$ cat config.mk
export PLATFORM = sky130hd
export DESIGN_NAME = pipe_stage_reg
export DESIGN_NICKNAME = d
export VERILOG_FILES = /design/src/rtl/pipe_stage_reg.sv
export SDC_FILE = /design/constraint.sdc
export NUM_CORES = 1
export LEC_CHECK = 0
export ABC_AREA = 0
export CORE_ASPECT_RATIO = 2
export CORE_UTILIZATION = 50
export DETAILED_ROUTE_END_ITERATION = 8
export PLACE_DENSITY_LB_ADDON = 0.3
export RECOVER_POWER = 25
export SETUP_SLACK_MARGIN = 0.4
export SLEW_MARGIN = 20
export SYNTH_ARGS = -nofsm -noshare
export SYNTH_HDL_FRONTEND = slang
export SYNTH_SLANG_ARGS = --single-unit
$ cat constraint.sdc
create_clock -name clk -period 2.3 [get_ports clk]
set_input_delay 0.46 -clock clk [delete_from_list [all_inputs] [get_ports clk]]
set_output_delay 0.46 -clock clk [all_outputs]
set_load 0.02 [all_outputs]
$ cat src/rtl/pipe_stage_reg.sv
// Parametrised pipeline stage register with a one-entry skid buffer and kill/flush squashing.
// Optional performance counters are enabled by defining PIPE_STAGE_PERF_EN.
module pipe_stage_reg #(
  parameter int CTRL_W = 3,
  parameter int DATA_W = 76
) (
  input  logic              clk,
  input  logic              rst,
  input  logic              flush,
  input  logic              in_valid,
  output logic              in_ready,
  input  logic              in_kill,
  input  logic [CTRL_W-1:0] in_ctrl,
  input  logic [DATA_W-1:0] in_data,
  output logic              out_valid,
  input  logic              out_ready,
  output logic              out_killed,
  output logic [CTRL_W-1:0] out_ctrl,
  output logic [DATA_W-1:0] out_data
`ifdef PIPE_STAGE_PERF_EN
  ,
  output logic [31:0]       stall_cnt,
  output logic [31:0]       bubble_cnt
`endif
);

  typedef struct packed {
    logic              valid;
    logic              killed;
    logic [CTRL_W-1:0] ctrl;
    logic [DATA_W-1:0] data;
  } entry_t;

  entry_t m_q, m_d;
  entry_t s_q, s_d;
  entry_t in_entry;
  logic   in_ready_q, in_ready_d;
  logic   accept;
  logic   drain;

  // Handshake: a beat moves when valid & ready are both high at a rising edge;
  // in_ready is a flop (~skid full) so it never depends on out_ready combinationally.
  assign accept = in_valid & in_ready_q & ~flush;
  assign drain  = m_q.valid & out_ready;

  always_comb begin
    in_entry        = '0;
    in_entry.valid  = 1'b1;
    in_entry.killed = in_kill;
    in_entry.ctrl   = in_kill ? {CTRL_W{1'b0}} : in_ctrl;
    in_entry.data   = in_data;
  end

  always_comb begin
    m_d = m_q;
    s_d = s_q;
    if (flush) begin
      // Payload is left in place; only the bits that can cause side effects are cleared.
      m_d.valid  = 1'b0;
      m_d.killed = 1'b0;
      m_d.ctrl   = '0;
      s_d.valid  = 1'b0;
      s_d.killed = 1'b0;
      s_d.ctrl   = '0;
    end else if (!m_q.valid || drain) begin
      if (s_q.valid) begin
        m_d        = s_q;
        s_d.valid  = 1'b0;
        s_d.killed = 1'b0;
        s_d.ctrl   = '0;
      end else if (accept) begin
        m_d = in_entry;
      end else begin
        m_d.valid  = 1'b0;
        m_d.killed = 1'b0;
        m_d.ctrl   = '0;
      end
    end else if (accept) begin
      s_d = in_entry;
    end
    in_ready_d = ~s_d.valid;
  end

  always_ff @(posedge clk or negedge rst) begin
    if (!rst) begin
      m_q        <= '0;
      s_q        <= '0;
      in_ready_q <= 1'b1;
    end else begin
      m_q        <= m_d;
      s_q        <= s_d;
      in_ready_q <= in_ready_d;
    end
  end

  assign in_ready   = in_ready_q;
  assign out_valid  = m_q.valid;
  assign out_killed = m_q.killed;
  assign out_ctrl   = m_q.ctrl;
  assign out_data   = m_q.data;

`ifdef PIPE_STAGE_PERF_EN
  logic [31:0] stall_cnt_q, stall_cnt_d;
  logic [31:0] bubble_cnt_q, bubble_cnt_d;
  logic        stall_inc;
  logic        bubble_inc;

  assign stall_inc  = m_q.valid & ~out_ready;
  assign bubble_inc = (drain & m_q.killed) | ~m_q.valid;

  // Saturating counters, deliberately not cleared by flush.
  always_comb begin
    stall_cnt_d  = stall_cnt_q;
    bubble_cnt_d = bubble_cnt_q;
    if (stall_inc && (stall_cnt_q != 32'hFFFF_FFFF)) begin
      stall_cnt_d = stall_cnt_q + 32'd1;
    end
    if (bubble_inc && (bubble_cnt_q != 32'hFFFF_FFFF)) begin
      bubble_cnt_d = bubble_cnt_q + 32'd1;
    end
  end

  always_ff @(posedge clk or negedge rst) begin
    if (!rst) begin
      stall_cnt_q  <= '0;
      bubble_cnt_q <= '0;
    end else begin
      stall_cnt_q  <= stall_cnt_d;
      bubble_cnt_q <= bubble_cnt_d;
    end
  end

  assign stall_cnt  = stall_cnt_q;
  assign bubble_cnt = bubble_cnt_q;
`endif

endmodule

* Word level (Yosys, flattened, before mapping)
Index checks and enable logic that the tools add are counted.
Storage, ports and cells: register bits 163, input port bits 85, output and inout port bits 82, logic and storage cells 34
Cells by class: equality and inequality tests 1, mux-type cells 10, bitwise logic cells 6, reductions and logical operators 8
Operators by type and width (count):
- $mux 81 | 3
- $mux 76 | 1
- $mux 5 | 4
- $reduce_and 3->1 | 2
- $mux 4 | 1
- $reduce_bool 2->1 | 2
- $and 1x1->1 | 3
- $mux 3 | 1
- $ne 3x3->1 const B | 1
- $not 1->1 | 3
- $reduce_bool 3->1 | 1
- $reduce_and 2->1 | 1
- $logic_not 1->1 | 1
- $logic_or 1x1->1 | 1

* Longest topological paths before layout
Gate-level depths: netlist (run 1).
depth after elaboration 6, mapped depth 5, gate-level depth less buffers 3

* Least setup slack after synthesis (run 1)
Ideal clock, no wire load.
path kind input to register, from input out_ready, to register s_q[0] in the netlist's numbering, library setup time 0.125 ns, arrival 1.639 ns, data required time 2.175 ns, slack 0.536 ns, stages on the path 5, path buffers 2, cells stage by stage nand2b_1 -> buf_6 -> nor3_4 -> buf_6 -> mux2_4
Between the ends: longest elaborated chain between the ends 4
Ends and longest elaborated chain:
- from (decl) | RTL line 16 | input logic out_ready,
- $and 1x1->1 | RTL line 44 | assign drain = m_q.valid & out_ready;
- $logic_or 1x1->1 | RTL line 65 | end else if (!m_q.valid || drain) begin
- $not 1->1 (no source line)
- $reduce_and 3->1 (no source line)
- to (signal assigned) | RTL line 87 | s_q <= '0;
- to (signal assigned) | RTL line 91 | s_q <= s_d;
- to (decl) | RTL line 35 | entry_t s_q, s_d;
Every way passes these cells. A chain may end at the register's enable or synchronous reset.

* Worst setup path in the final report (run 1)
from register m_q (netlist bit out_data[49]), to output out_data[49]
RTL lines:
- from (decl) | RTL line 34 | entry_t m_q, m_d;
- from (signal assigned) | RTL line 90 | m_q <= m_d;
- to (decl) | RTL line 19 | output logic [DATA_W-1:0] out_data
No word-level cell between the ends.

==> results.md, run 1 <==
- Power Total: 8.616 mW
- Width of the die: 86.38 µm
- Final WS setup: around 0.44 ns
- Main flop type after synthesis: dfrtp_1
- Post-synth EDFFs: 0
- XOR/XNOR Fraction of Synth Area: 0
- Final core utilization: 0.6913
- Number of global-route vias before repair: 4778
- Largest family of logic cells by synthesized area: multiplexers
- Crit path launch type: flip-flop
- Multi-input logic area: ~2800 µm²
- Detailed Route WL: 15.23 mm
- Synth Area in Adders: 0
- Status: completed
- 1st-iter DRT viols: a little under 200
- PD cells: 897.2 nW/µm²
- Ports: around 170
- Placer Congestion: ~0.77
- Clock share of power: 0.327
- Slew @ Worst Pin: around 0.86 ns
- Post-synthesis simple-gate area fraction: 0.01424
- Design area: 9603 µm²
- Drt wl/cell: 18.46 µm
- Vias per std cell: roughly 5.3
- Input/output buffers: 166
- Initial antenna violation count: 0
- Initial DRT Pass Iterations: 4
- CTS tree: done
- Slew margin rel.: 0.4289
- Core area: 13890 µm²
- Post-synthesis mux area share: 0.3673
- Worst hold margin: approximately 0.50 ns
- Syn Inst Count: 450
- Buffers plus inverters on the worst setup path: 1
- CTS buffer count: 17
- DP Wirelength: 10.44 mm
- Max H-tree Level: 4
- Layout Nets: roughly 710
- Chip Height: 170.8 µm
- RSZ-0062 raised after global routing: no
- Flops & latches, synth: 163
- Placed cell count: 791
- Async SR Flop Fraction: 1.000
- Pin count of the biggest net entering global routing: 59
- Seq pwr share: 0.444
- Worst path top cell family by delay: buffers and inverters
- Area contributors post-synth: dfrtp_1 (57%), mux2_2 (34%), mux2_4 (2.1%)
- CP endpoint kind: output port
- CP required: 1.84 ns
- Clk_lat worst skew: 0.41 ns
- Worst clock skew: 0.006275 ns
- Hold Vio Cnt, Final: 0
- Leading area contributor after synthesis: dfrtp_1
- Logic pwr share: 0.229
- Leakage: 4.069 nW
- Max-slew violations: 0
- CP Class: reg -> out
- Post-route ant nets: 0
- Area delta synth->final: 34.89%
- Crit-path max cell delay: 0.63 ns
- Top cells by count, synth: mux2_2 (217), dfrtp_1 (162), buf_2 (12)
- Crit path time final: ~1.9 ns
- Layout cell share with drive strength beyond 1: 0.4340
- Dpl cell area: 8990 µm²
- Worst slack, placed: -0.01503 ns
- Final worst-path cycle share: 0.8104
- Worst EP arrival: around 1.4 ns
- Std-Cell Rows: 61
- DRC errors left: 0
- Yosys warns: 0
- Effective utilization at floorplan: 0.5125
- Seq/Total Area, Yosys: 0.5731
- Setup total negative slack: 0 ns
- Layout Cells excl Fill: 825
- Slowest cell on crit path: clkdlybuf4s50_1
- Clock sinks: between 150 and 200
- Max-cap violations: 0
- GRT Overall Usage: 0.2175
- Clk buf depth: 2
- Via count: 4362
- # diodes: 0
- GRT overflow: 0
- First-pass GRT wire length: between 20 and 25 mm
- Worst-path clk slew: 0.06 ns
- Peak VDD IR: approximately 0.56 mV
- Final setup vio count: 0
- Hold Crit Class: reg -> reg
- Count leader, synth: mux2_2
- Sequential Area: 4084 µm²
- Yosys top cell area share: 0.5694
- Cell Int Power: approximately 6.3 mW
- CP cell instances: clkdlybuf4s50_1
- Syn_nets: 535
- Root Driver: clkbuf_16
- Final-layout fill cell count: 1014
- Sw frac: 0.2700
- Largest fanout on the critical path: 2
- Die Footprint: ~15000 µm²
- Count of cell types in the netlist: 29
- Compound-cell area share of the yosys netlist: 0.01529
- Mean Syn Cell Area: 15.82 µm²
- NetSw: 2.326 mW
- Max Fclk: 536.5 MHz
- Post-synthesis cell area: 7119 µm²
## placed cells by master (no fill, tap or decap), types with 2 or more instances in the layout
master	Yosys	layout
a21oi_1	3	3
a31oi_1	2	2
a32o_1	3	3
and3b_1	2	2
buf_12	0	3
buf_4	4	6
bufinv_16	0	2
clkbuf_1	2	2
clkbuf_16	0	18
clkdlybuf4s50_1	0	150
clkinv_2	0	2
clkinv_4	0	2
clkinvlp_4	0	4
dfrtp_1	162	161
dlygate4sd2_1	0	7
dlymetal6s2s_1	0	8
inv_1	4	4
inv_6	0	4
mux2_2	217	217
mux2_4	10	10
nor3_4	1	2
o2bb2ai_1	2	2
o32ai_1	2	2
or3_1	2	2
## flip-flops by register name (all words and copies together) (netlist names)
name        count
out_valid       1
out_data       76
s_q            81
in_ready        1
out_ctrl        3
out_killed      1
## worst paths after layout
path | cells after the start | start | slack (ns) | end
hold / removal | 1 | s_q[67]$_DFFE_PN0P_ | 0.50 | s_q[67]$_DFFE_PN0P_
setup / recovery | 1 | out_data[49]$_DFFE_PN0P_ | 0.44 | out_data[49]
min in group asynchronous | 2 | rst | 0.54 | out_data[62]$_DFFE_PN0P_
max in group asynchronous | 3 | rst | 0.52 | s_q[1]$_DFFE_PN0P_
hold reg to reg | 1 | s_q[67]$_DFFE_PN0P_ | 0.50 | s_q[67]$_DFFE_PN0P_
setup reg to reg | 3 | s_q[80]$_DFF_PN0_ | 0.50 | out_data[11]$_DFFE_PN0P_
## metal layers
metal	track usage	share of wire
met5	0	0
met4	0.07899	0.018
met3	0.04872	0.044
met2	0.3986	0.57
met1	0.2422	0.37
## power groups by stage
stage / clock (mW) / combinational (mW) / sequential [mW]
2_1_floorplan: 0 / 0.758 / 4.12
3_3_place_gp: 0 / 1.95 / 3.85
3_5_place_dp: 0 / 2.01 / 3.87
4_1_cts: 2.87 / 2.01 / 3.83
5_1_grt: 2.97 / 2.10 / 3.90
6_report: 2.82 / 1.97 / 3.83
## timing repair
item                                   4_1_cts  5_1_grt
hold buffers                                 1        0
endpoints found under the hold margin        7        0
setup endpoints to repair                    7       59
gates resized for setup                      7       11
buffers inserted                             0        0
pin swaps                                    0        1
gates cloned                                 0        1
## cell type report
| class | count | area share |
|---|---|---|
| clock buffer | 18 | 0.04573 |
| clock inverter | 14 | 0.01590 |
| inverter | 4 | 0.001564 |
| multi-input combinational | 256 | 0.2949 |
| sequential | 163 | 0.4253 |
| tap | 189 | 0.02463 |
| timing repair buffer | 181 | 0.1921 |
## logic make-up (layout without fill, tap and decap cells)
family	Yosys count	in the layout
AO/OA/AOI/OAI	14	14
buffers and inverters	31	217
flip-flops	163	163
multiplexers	229	229
AND/OR/NAND/NOR	13	13
Power figures use the tool's default switching activity.
==> run 2, diff against run 1 <==
--- a/config.mk
+++ b/config.mk
@@ -7,7 +7,7 @@
 export LEC_CHECK = 0
 export ABC_AREA = 0
 export CORE_ASPECT_RATIO = 2
-export CORE_UTILIZATION = 50
+export CORE_UTILIZATION = 45
 export DETAILED_ROUTE_END_ITERATION = 8
 export PLACE_DENSITY_LB_ADDON = 0.3
 export RECOVER_POWER = 25
==> constraint.sdc (replaced) <==
create_clock -name clk -period 1.6 [get_ports clk]
set_input_delay 0.32 -clock clk [delete_from_list [all_inputs] [get_ports clk]]
set_output_delay 0.32 -clock clk [all_outputs]
set_load 0.02 [all_outputs]
==> run 2 against run 1 <==
Effect of this change: the run now ends with negative setup slack left; power up 61%; clock-buffer cell count grew 1; clock power increased by 57%; sequential share of layout area shrank 6.0 points; clock skew barely moved; critical path depth rose by 5; via count increased by 8.6%; routed wire length grew 34%; global-route usage increased by 0.47 points; worst setup slack got worse by 0.56 ns.
==> results.md, run 2 (same netlist as run 1, synthesis figures left out) <==
- Status: complete, but fails checks
- Failing checks: negative setup slack
- Critical Path Sink: s_q[59]$_DFFE_PN0P_
- Pin count of the biggest net entering global routing: 40 (-32%)
- Worst r2r src: in_ready$_DFF_PN1_
- Core area: 15370 µm² (+11%)
- 1st-iter DRT viols: 232 (+18%)
- Std-Cell Rows: 64 (+4.9%)
- DP Wirelength: 11.23 mm (+7.6%)
- Largest Register: s_q
- Crit-path max cell delay: 0.55 ns (-0.08 ns)
- Post-route ant nets: 0 (unchanged)
- Max Fclk: 580.5 MHz
- Layout cell share with drive strength beyond 1: 0.6223 (+0.1884)
- DRC errors left: 0 (unchanged)
- Crit path time final: between 1.5 and 2 ns
- CP Class: reg -> reg
- Placer Congestion: 0.7601 (-1.7%)
- CTS buffer count: 17 (unchanged)
- Max-slew violations: 0 (unchanged)
- Layout Nets: 771 (+8.9%)
- Commonest non-fill, non-tap cell in the layout: dfrtp_1
- Effective utilization at floorplan: 0.4631 (-0.04947)
- Initial antenna violation count: 0 (unchanged)
- Slew @ Worst Pin: 0.9982 ns (+0.1415 ns)
- CP required: 1.91 ns (+0.07 ns)
- First-pass GRT wire length: 27.61 mm (+14%)
- Hold Crit Class: reg -> reg
- Slowest cell on crit path: dfstp_2
- R2r setup slk: -0.12 ns (-0.62 ns)
- Width of the die: 90.94 µm (+5.3%)
- Clock sinks: 163 (unchanged)
- CP endpoint kind: flip-flop
- Final WS setup: -0.1228 ns (-0.5588 ns)
- CTS tree: done
- Worst hold margin: 0.5048 ns (+0.006965 ns)
- Root Driver: clkbuf_16
- Slew margin rel.: 0.3346 (-0.09432)
- Clk_lat worst skew: 0.42 ns (about the same)
- Hold Vio Cnt, Final: 0 (unchanged)
- Via count: 4737 (+8.6%)
- Largest fanout on the critical path: 6 (+4)
- Chip Height: 179.9 µm (+5.3%)
- Final setup vio count: 140 (+140)
- Most used cell, CP: buf_6
- Number of global-route vias before repair: 5188 (+8.6%)
- Layout Cells excl Fill: 897 (+8.7%)
- GRT overflow: 0 (unchanged)
- Worst EP arrival: 2.03 ns (+0.63 ns)
- Peak VDD IR: 0.8540 mV (+53%)
- Dpl cell area: 9165 µm² (+1.9%)
- Crit path launch type: flip-flop
- Die Footprint: 16360 µm² (+11%)
- Area delta synth->final: 57.14%
- Design area: 11190 µm² (+16%)
- Max H-tree Level: 4 (unchanged)
- Initial DRT Pass Iterations: 4 (unchanged)
- # diodes: 0 (unchanged)
- PD cells: 1240 nW/µm² (+38%)
- Detailed Route WL: 20.44 mm (+34%)
- Ports: 167 (unchanged)
- Placed cell count: 809 (+2.3%)
- Worst slack, placed: -0.4729 ns (-0.4579 ns)
- Most frequent cells in the layout: dfrtp_1 (160), mux2_4 (123), mux2_2 (105)
- CP cell instances: buf_6, nand2_4, nor3_4, buf_6, clkbuf_16, mux2_4
- Crit path from: in_ready$_DFF_PN1_
- Largest register FFs: 81 (unchanged)
- RSZ-0062 raised after global routing: yes
- Worst reg-to-reg path cell count: 6 (+3)
- RR Endpoint: s_q[59]$_DFFE_PN0P_
- Clk buf depth: 2 (unchanged)
- Final worst-path cycle share: 1.077
- Power Total: 13.87 mW (+61%)
- Drt wl/cell: 22.78 µm (+23%)
- Leakage: 5.030 nW (+24%)
- Worst-path clk slew: 0.06 ns (about the same)
- Input/output buffers: 166 (unchanged)
- GRT Overall Usage: 0.2221 (+0.004678)
- Max-cap violations: 0 (unchanged)
- Vias per std cell: 5.281 (-0.12%)
- Worst clock skew: 0.006240 ns (-0.00003434 ns)
==> run 2: cell types whose count changed in the layout (fill, tap and decap cells not counted), moves of 6 or more <==
cell,delta
dlymetal6s2s_1,-8
buf_4,+29
mux2_2,-112
buf_12,+6
dlygate4sd2_1,-7
mux2_4,+113
buf_6,+92
buf_16,+8
clkdlybuf4s50_1,-67
clkbuf_16,+10
==> run 2: routing by layer <==
metal	global-route usage	vias to the layer above	routed length, µm
met5	0	-	0
met4	0.09397	0	731
met3	0.05161	43	745
met2	0.4221	145	11500
met1	0.2269	2438	7465
li1	-	2111	-
==> run 2: area by class of cell <==
class / count / area [µm²]
Timing Repair Buffer: 244 / 2877
Multi-Input combinational cell: 256 / 3323
Clock buffer: 19 / 442.9
Sequential cell: 163 / 4085
Inverter: 4 / 15.01
Tap cell: 198 / 247.7
Fill cell: 987 / 4188
Clock inverter: 13 / 196.4
==> run 2: worst min path at each step <==
stage               cells past startpoint  slack (ns)                start                        to
floorplan                               0        0.02                  rst   out_ctrl[0]$_DFFE_PN0P_
global placement                        1        0.25                  rst  out_data[61]$_DFFE_PN0P_
detailed placement                      1        0.26                  rst  out_data[61]$_DFFE_PN0P_
CTS                                     2        0.37                  rst  out_data[61]$_DFFE_PN0P_
global route                            3        0.51           in_ctrl[0]   out_ctrl[0]$_DFFE_PN0P_
finish                                  1        0.50  s_q[47]$_DFFE_PN0P_       s_q[47]$_DFFE_PN0P_
==> run 2: critical path: cells and delay by family (launching register included) <==
kind	cells	cell delay, ns
buf+inv	3	0.51
mux	1	0.30
flops	1	0.55
simple gates	2	0.25
==> run 2: timing repair <==
item	in CTS	in global routing
pin swaps	6	3
setup buffers	20	14
hold endpoints to repair	32	0
setup endpoints to repair	244	244
hold buffers	1	0
cloned	7	14
resized for setup	510	122
==> run 2: through the flow <==
stage,TNS [ns],utilization
floorplan,-13.15,-
CTS,-9.485,0.6715
global route,-19.34,0.7276
finish,-11.74,0.7276
global placement,-60.49,0.5961
detailed placement,-66.27,0.5961
==> run 2: where the power goes <==
group          internal (mW)  total [mW]  switching (mW)
combinational           2.43        3.82            1.40
sequential              5.02        5.63           0.607
clock                   2.68        4.42            1.74
total                   10.1        13.9            3.74
==> run 3, diff against run 2 <==
--- a/config.mk
+++ b/config.mk
@@ -16,3 +16,4 @@
 export SYNTH_ARGS = -nofsm -noshare
 export SYNTH_HDL_FRONTEND = slang
 export SYNTH_SLANG_ARGS = --single-unit
+export TNS_END_PERCENT = 1
==> run 3 against run 2 <==
Effect of this change: the flow still finishes with violations (negative setup slack); power fell by 3.5%; global-route usage fell by 0.16 points; routed wire length fell by 16%; clock skew rose by 0.0035 ns; largest cell class unchanged; largest power group unchanged.
==> results.md, run 3 (same netlist as run 1, synthesis figures left out) <==
- Failing checks: negative setup slack
- Slew margin rel.: 0.5141 (+0.1795)
- Max Fclk: 582.4 MHz (+0.34%)
- CTS tree: done
- Max-slew violations: 0 (unchanged)
- Worst r2r src: in_ready$_DFF_PN1_
- Status: complete, but fails checks
- Final setup vio count: 150 (+7.1%)
- Largest fanout on the critical path: 7 (+1)
- Worst EP arrival: 2.02 ns (about the same)
- Root Driver: clkbuf_16
- Layout Cells excl Fill: 866 (-3.5%)
- Input/output buffers: 166 (unchanged)
- Width of the die: 90.94 µm (unchanged)
- DRC errors left: 0 (unchanged)
- Largest register FFs: 81 (unchanged)
- Dpl cell area: 9181 µm² (+0.18%)
- Clock sinks: 163 (unchanged)
- Clk_lat worst skew: 0.42 ns (about the same)
- CP Class: reg -> reg
- Worst reg-to-reg path cell count: 7 (+1)
- Placed cell count: 817 (+0.99%)
- Final-layout fill cell count: 1057 (+7.1%)
- CTS buffer count: 17 (unchanged)
- Number of global-route vias before repair: 5040 (-2.9%)
- Placer Congestion: 0.8006 (+5.3%)
- CP required: 1.90 ns (about the same)
- Largest Register: s_q
- Initial antenna violation count: 0 (unchanged)
- Design area: 10580 µm² (-5.4%)
- DP Wirelength: 11.03 mm (-1.8%)
- First-pass GRT wire length: 27.66 mm (+0.18%)
- GRT Overall Usage: 0.2205 (-0.001609)
- Layout cell share with drive strength beyond 1: 0.6003 (-0.02202)
- Layout Nets: 743 (-3.6%)
- Die Footprint: 16360 µm² (unchanged)
- Crit path time final: 1.717 ns (-0.005758 ns)
- Leakage: 4.646 nW (-7.6%)
- Worst clock skew: 0.009769 ns (+0.003528 ns)
- Post-route ant nets: 0 (unchanged)
- GRT overflow: 0 (unchanged)
- Ports: 167 (unchanged)
- Commonest non-fill, non-tap cell in the layout: dfrtp_1
- Via count: 4539 (-4.2%)
- 1st-iter DRT viols: 109 (-53%)
- Std-Cell Rows: 64 (unchanged)
- Chip Height: 179.9 µm (unchanged)
- Peak VDD IR: 0.7579 mV (-11%)
- Clk buf depth: 2 (unchanged)
- Detailed Route WL: 17.20 mm (-16%)
- CP endpoint kind: flip-flop
- Slew @ Worst Pin: 0.7289 ns (-0.2693 ns)
- Hold Crit Class: in -> async
- Max-cap violations: 0 (unchanged)
- Area delta synth->final: 48.63%
- Crit path from: in_ready$_DFF_PN1_
- Worst-path clk slew: 0.07 ns (about the same)
- Pin count of the biggest net entering global routing: 45 (+13%)
- # diodes: 0 (unchanged)
- PD cells: 1264 nW/µm² (+2.0%)
- Crit path launch type: flip-flop
- Core area: 15370 µm² (unchanged)
- Vias per std cell: 5.241 (-0.75%)
- Initial DRT Pass Iterations: 4 (unchanged)
- Most frequent cells in the layout: dfrtp_1 (161), mux2_2 (153), buf_6 (90)
- Max H-tree Level: 4 (unchanged)
- Effective utilization at floorplan: 0.4631 (unchanged)
- Final WS setup: -0.1170 ns (+0.005758 ns)
- RSZ-0062 raised after global routing: yes
- Final worst-path cycle share: 1.073 (-0.003599)
- Setup total negative slack: -8.098 ns (+3.637 ns)
- Hold Vio Cnt, Final: 0 (unchanged)
- Drt wl/cell: 19.86 µm (-13%)
[run 3: changes by cell type in the layout (fill, tap and decap cells not counted), moves of 2 or more]
cell,change
mux2_4,-48
buf_16,-2
buf_6,-3
buf_4,-19
buf_12,+3
clkbuf_16,-10
clkinvlp_4,-2
mux2_2,+48
[run 3: power breakdown]
| group | leakage (nW) | internal [mW] | switching [mW] |
|---|---|---|---|
| clock network | 0.302 | 2.76 | 1.65 |
| logic | 2.37 | 2.09 | 1.26 |
| registers | 1.97 | 5.02 | 0.594 |
[run 3: per-layer routing]
metal / wire [µm] / track usage
met1: 6477 / 0.2531
met2: 9413 / 0.3909
met3: 809 / 0.04442
met4: 494 / 0.09968
met5: 0 / 0
[run 3: what timing repair did]
item                       4_1_cts  5_1_grt
setup buffers                   12        0
setup endpoints to repair      244      244
gates resized for setup        593        4
hold endpoints to repair        22        0
hold buffers                     1        0
pin swaps                        3        2
gates cloned                     6        1
[run 3: path summary, 6_finish.rpt]
path	end	slack [ns]
max in group asynchronous	s_q[64]$_DFFE_PN0P_	0.18
worst min-delay path	out_data[60]$_DFFE_PN0P_	0.48
worst max-delay path	s_q[19]$_DFFE_PN0P_	-0.12
worst max register to register	s_q[19]$_DFFE_PN0P_	-0.12
min in group clk	s_q[21]$_DFFE_PN0P_	0.50
worst min register to register	s_q[21]$_DFFE_PN0P_	0.50
[run 3: metrics by stage]
| step | util | worst slack (ns) | hold slack, ns | power, mW |
|---|---|---|---|---|
| 6_report | 0.6882 | -0.1170 | 0.4828 | 13.38 |
| 5_1_grt | 0.6882 | -0.1565 | 0.5196 | 13.91 |
| 4_1_cts | 0.6874 | -0.1091 | 0.3335 | 13.47 |
| 3_5_place_dp | 0.5972 | -0.4479 | 0.2149 | 8.506 |
| 3_3_place_gp | 0.5972 | -0.4066 | 0.2133 | 8.362 |
| 2_1_floorplan | - | -0.1168 | 0.02441 | 7.009 |
[run 3: final cells by class]
type                    count  area, µm²  area share
multi-input cells         256       3122      0.2950
inverters                   4      15.01    0.001419
repair buffers            216       2482      0.2346
clock buffers              17      425.4     0.04020
well taps                 198      247.7     0.02341
flip-flops and latches    163       4084      0.3860
clock inverters            12      205.2     0.01939
[run 3: worst max-delay path, stage by stage, from the launching register on]
cell,delay (ns)
dfstp_2,0.55
buf_6,0.11
nand2_4,0.05
nor3_4,0.17
buf_12,0.15
buf_12,0.13
buf_12,0.14
mux2_4,0.30
